--- src/rtl/wb_stage.sv ---
// rtl/wb_stage.sv - register-file writeback stage: load/ALU merge, ALU result FIFO, pending-load scoreboard
// Loads always win the single write port; ALU results wait in the FIFO until a load-free cycle.
module wb_stage #(
  parameter int FIFO_DEPTH = 2
) (
  input  logic        clk,
  input  logic        reset,
  input  logic        ex_valid,
  output logic        ex_ready,
  input  logic [0:4]  ex_waddr,
  input  logic [0:63] ex_wdata,
  input  logic [0:2]  ex_ppp,
  input  logic        ld_valid,
  input  logic [0:4]  ld_waddr,
  input  logic [0:63] ld_wdata,
  input  logic [0:2]  ld_ppp,
  input  logic        ld_issue,
  input  logic [0:4]  ld_issue_addr,
  output logic        wrEn,
  output logic [0:4]  waddr,
  output logic [0:63] wdata,
  output logic [0:2]  ppp,
  output logic [0:31] pending,
  output logic        sb_err
);

  localparam int PW = (FIFO_DEPTH > 1) ? $clog2(FIFO_DEPTH) : 1;
  localparam int CW = PW + 1;

  logic [0:4]    fifo_addr [FIFO_DEPTH];
  logic [0:63]   fifo_data [FIFO_DEPTH];
  logic [0:2]    fifo_ppp  [FIFO_DEPTH];
  logic [PW-1:0] rd_ptr;
  logic [PW-1:0] wr_ptr;
  logic [CW-1:0] count;
  logic          push;
  logic          pop;
  logic [0:31]   pending_next;
  logic          sb_err_set;

  // ex_ready looks only at the registered count, so a same-cycle pop never opens the door early.
  assign ex_ready = (count != CW'(FIFO_DEPTH));
  assign push     = ex_valid && ex_ready && (ex_waddr != '0);
  assign pop      = !ld_valid && (count != '0);

  always_ff @(posedge clk) begin
    if (push) begin
      fifo_addr[wr_ptr] <= ex_waddr;
      fifo_data[wr_ptr] <= ex_wdata;
      fifo_ppp[wr_ptr]  <= ex_ppp;
    end
  end

  always_ff @(posedge clk or posedge reset) begin
    if (reset) begin
      rd_ptr <= '0;
      wr_ptr <= '0;
      count  <= '0;
    end else begin
      if (push) wr_ptr <= wr_ptr + PW'(1);
      if (pop)  rd_ptr <= rd_ptr + PW'(1);
      case ({push, pop})
        2'b10:   count <= count + CW'(1);
        2'b01:   count <= count - CW'(1);
        default: count <= count;
      endcase
    end
  end

  always_ff @(posedge clk or posedge reset) begin
    if (reset) begin
      wrEn  <= 1'b0;
      waddr <= '0;
      wdata <= '0;
      ppp   <= '0;
    end else if (ld_valid) begin
      wrEn  <= (ld_waddr != '0);
      waddr <= ld_waddr;
      wdata <= ld_wdata;
      ppp   <= ld_ppp;
    end else if (pop) begin
      wrEn  <= 1'b1;
      waddr <= fifo_addr[rd_ptr];
      wdata <= fifo_data[rd_ptr];
      ppp   <= fifo_ppp[rd_ptr];
    end else begin
      wrEn  <= 1'b0;
    end
  end

  // Set is applied after clear so a same-cycle issue to the responding register keeps it pending.
  always_comb begin
    pending_next = pending;
    if (ld_valid) pending_next[ld_waddr] = 1'b0;
    if (ld_issue && (ld_issue_addr != '0)) pending_next[ld_issue_addr] = 1'b1;
    pending_next[0] = 1'b0;
  end

  assign sb_err_set = ld_valid && (ld_waddr != '0) && !pending[ld_waddr];

  always_ff @(posedge clk or posedge reset) begin
    if (reset) begin
      pending <= '0;
      sb_err  <= 1'b0;
    end else begin
      pending <= pending_next;
      if (sb_err_set) sb_err <= 1'b1;
    end
  end

endmodule

--- config.mk ---
export PLATFORM = sky130hd
export DESIGN_NAME = wb_stage
export DESIGN_NICKNAME = d
export VERILOG_FILES = /design/src/rtl/wb_stage.sv
export SDC_FILE = /design/constraint.sdc
export NUM_CORES = 1
export LEC_CHECK = 0
export CORE_MARGIN = 5
export CORE_UTILIZATION = 37
export DETAILED_ROUTE_END_ITERATION = 12
export GPL_TIMING_DRIVEN = 0
export HOLD_SLACK_MARGIN = 0.08
export PLACE_DENSITY = 0.74
export RECOVER_POWER = 100
export SLEW_MARGIN = 15
export SYNTH_ARGS = -nofsm -noshare
export SYNTH_HDL_FRONTEND = slang
export SYNTH_SLANG_ARGS = --single-unit
--- constraint.sdc ---
create_clock -name clk -period 5.4 [get_ports clk]
set_input_delay 1.35 -clock clk [delete_from_list [all_inputs] [get_ports clk]]
set_output_delay 1.35 -clock clk [all_outputs]
set_load 0.03 [all_outputs]
==> metrics.md <==
| Metric | Value |
|---|---|
| Die Wd | `between 150 and 200 um` |
| Vias | `7424` |
| Largest cells by area after synthesis | `edfxtp_1 43%, dfrtp_1 27%, mux2i_1 7.7%, o21ai_0 6.7%, a21oi_1 3.6%` |
| DIE AREA | `a little over 30000 um^2` |
| Reg2Reg Depth | `6` |
| Input/output buffers | `257` |
| Layout Cells excl Fill | `1447` |
| Area leader, netlist | `edfxtp_1` |
| Wire per inst | `19.5 um` |
| TritonCTS Buffers | `27` |
| Distinct cells, synth | `40` |
| Initial Utilization | `~38%` |
| Total track usage | `between 10% and 20%` |
| Critical path type | `in -> reg` |
| Max_cap viols | `3` |
| Clk pin slew, worst setup/hold paths | `~0.06 ns` |
| Layout Area Growth over Synthesis | `39.6%` |
| Gate power share | `between 30% and 40%` |
| Register bit count reported by yosys | `about 250` |
| Post-synth ARST share | `between 40 and 50%` |
| # hold bufs at CTS | `0` |
| Die height | `175 um` |
| Power Internal | `approximately 4.6 mW` |
| Final ANT Viol Nets | `0` |
| Crit path time final | `about 3.8 ns` |
| Core area | `approximately 27000 um^2` |
| Worst Max-Slew Pin Slew | `roughly 1.9 ns` |
| Sequential Power Share | `39.3%` |
| Top post-synthesis cells by count | `144 x edfxtp_1, 135 x o21ai_0, 109 x dfrtp_1, 78 x mux2i_1, 77 x nor2_1` |
| Leakage Power | `roughly 5.5 nW` |
| Post-layout nets | `approximately 1.2k` |
| Most common cell in the synthesized netlist | `edfxtp_1` |
| Setup Fix Bufs, Post-CTS | `0` |
| Placed Area | `roughly 13000 um^2` |
| # resized after CTS | `0` |
| Final WS setup | `between 1.5 and 2 ns` |
| Iter 0 DRT Violations | `between 400 and 500` |
| Switching pwr | `about 2.5 mW` |
| Net Sw Frac | `35.5%` |
| RSZ-0062 raised after global routing | `no` |
| HPWL Detailed | `19800 um` |
| Sink Count | `approximately 250` |
| Synth Instances | `roughly 790` |
| FF-to-FF Start | `count[0]` |
| Share of layout cells above drive strength 1 | `under 10%` |
| GRT overflow | `0` |
| Clock latency on the worst-skew pair | `approximately 0.52 ns` |
| Critical Path End Type | `flip-flop` |
| CP Launch Point | `ex_waddr[0]` |
| Fmax | `around 0.26 GHz` |
| # IOs | `roughly 260` |
| Period utilization | `70.7%` |
| Global-route wire length before repair | `between 40000 and 50000 um` |
| Failing checks | `capacitance limit, slew limit` |
| Crit path DAT | `approximately 4.0 ns` |
| Reg-to-reg endpoint | `fifo_data[1][25]` |
| Setup TNS | `0 ns` |
| Initial DRT Pass Iterations | `5` |
| Synth Area per Inst | `around 13 um^2` |
| Synth Cell Area | `a little over 10000 um^2` |
| Worst setup path end | `fifo_data[1][25]` |
| Outcome | `finished, violations left` |
| Post-synth top flop | `edfxtp_1` |
| Placed cells | `about 1.4k` |
| Final Max Slew Viols | `64` |
| Htree depth | `1` |
| Post-synthesis sequential area ratio | `between 60% and 70%` |
| Startpoint Class | `input pin` |
| Share of the synthesized area in the top cell type | `between 40% and 50%` |
| Yosys warning count | `0` |
| Pre-CTS setup slack | `about 1.8 ns` |
| Max VDD drop | `~290 uV` |
| Clock Skews | `0.0110 ns` |
| CP max FO | `22` |
| Avg Vias per Cell | `between 5 and 6` |
| Hold Crit Class | `reg -> reg` |
| Worst Path Required | `5.62 ns` |
| Setup violators final | `0` |
| Vias in the first global route | `7827` |
| Clk buf depth | `3` |
| Root buffer cell | `clkbuf_16` |
| Site Rows | `60` |
| Cell Pwr Density | `roughly 500 nW/um^2` |
| Total Routed Length | `between 20000 and 30000 um` |
| GPL Wtd Cong | `a little under 0.8` |
| Initial antenna violation count | `8` |
| Largest net degree at the start of global routing | `73` |
| Clk pwr share | `about a quarter` |
| CTS tree | `built` |
| DRC errors left | `0` |
| Slew headroom | `-28.2%` |
| Hold violation total from the final report | `0` |
| Synthesized Nets | `944` |
| R2R setup slack | `2.36 ns` |
| Final instance area | `14100 um^2` |
| Min Hold Slack | `slightly below 0.5 ns` |
| Post-synth EDFFs | `144` |
[cells by family after synthesis]
| logic type | after synthesis | synth area share (%) |
|---|---|---|
| AO/OA/AOI/OAI | 214 | 10.8 |
| XOR/XNOR | 5 | 0.432 |
| adder cells (fa/ha/maj) | 1 | 0.124 |
| buffers and inverters | 47 | 2.09 |
| flip-flops | 253 | 69.6 |
| multiplexers | 83 | 8.82 |
| other | 1 | 0.0370 |
| AND/OR/NAND/NOR | 185 | 8.03 |
[metal layers]
layer / vias to the layer above / wire [um] / global-route usage (%)
met4: 6 / 553 / 4.68
met2: 243 / 14100 / 30.6
li1: 3459 / - / -
met5: - / 34 / 0
met1: 3675 / 11700 / 23.1
met3: 41 / 1780 / 3.44
[layout by cell type (no fill, tap or decap), types with 4 or more instances in the layout]
| cell | Yosys | routed |
|---|---|---|
| buf_2 | 16 | 10 |
| edfxtp_1 | 144 | 144 |
| nor2_1 | 77 | 78 |
| dfrtp_1 | 109 | 109 |
| diode_2 | 0 | 4 |
| nand2_1 | 76 | 76 |
| clkbuf_16 | 0 | 28 |
| a21oi_1 | 72 | 72 |
| or3b_2 | 4 | 4 |
| clkdlybuf4s50_1 | 0 | 77 |
| nand3_1 | 4 | 4 |
| clkbuf_1 | 26 | 43 |
| buf_16 | 0 | 7 |
| mux2i_1 | 78 | 78 |
| nand3b_1 | 8 | 8 |
| o21ai_0 | 135 | 135 |
| dlygate4sd3_1 | 0 | 180 |
[final cells by class]
cell class	count	area, um^2
inverters	2	8.76
repair buffers	264	2770
plain buffers	45	193
fillers	2277	12800
well taps	341	427
diodes	4	10.0
multi-input cells	489	2850
clock inverters	8	52.6
clock buffers	41	779
flip-flops and latches	253	7050
[registers in the layout, indices dropped and copies added, names as in the netlist]
| signal | cells |
|---|---|
| fifo_data | 128 |
| wdata | 64 |
| pending | 31 |
| fifo_addr | 10 |
| fifo_ppp | 6 |
| waddr | 5 |
| ppp | 3 |
| count | 2 |
| rd_ptr | 1 |
| sb_err | 1 |
| wrEn | 1 |
| wr_ptr | 1 |
[how the worst min path moves through the flow]
stage,start,to,slack [ns],cells past startpoint
CTS,sb_err,sb_err,0.50,1
global route,sb_err,sb_err,0.52,1
floorplan,wr_ptr,wr_ptr,0.47,1
detailed placement,sb_err,sb_err,0.48,1
global placement,sb_err,sb_err,0.48,1
finish,sb_err,sb_err,0.50,1
[power by group through the flow]
stage | Combinational [mW] | Sequential (mW) | Clock [mW]
final | 2.56 | 2.77 | 1.72
after global routing | 2.79 | 2.83 | 1.85
after CTS | 2.72 | 2.79 | 1.77
after detailed placement | 2.71 | 2.82 | 0
after global placement | 2.56 | 2.86 | 0
after floorplan | 1.11 | 3.28 | 0
[critical path: stages]
cell and delay, ns:
dlygate4sd3_1 0.61, or4_1 0.14, o211ai_1 0.16, nor2_1 1.30, buf_16 0.26, buf_16 0.19
[per-stage QoR]
step / util, % / total power [mW]
global route: 52.5 / 7.46
finish: 52.5 / 7.06
CTS: 52.6 / 7.28
floorplan: - / 4.39
global placement: 48.7 / 5.41
detailed placement: 49.5 / 5.53
Power figures use the tool's default switching activity.
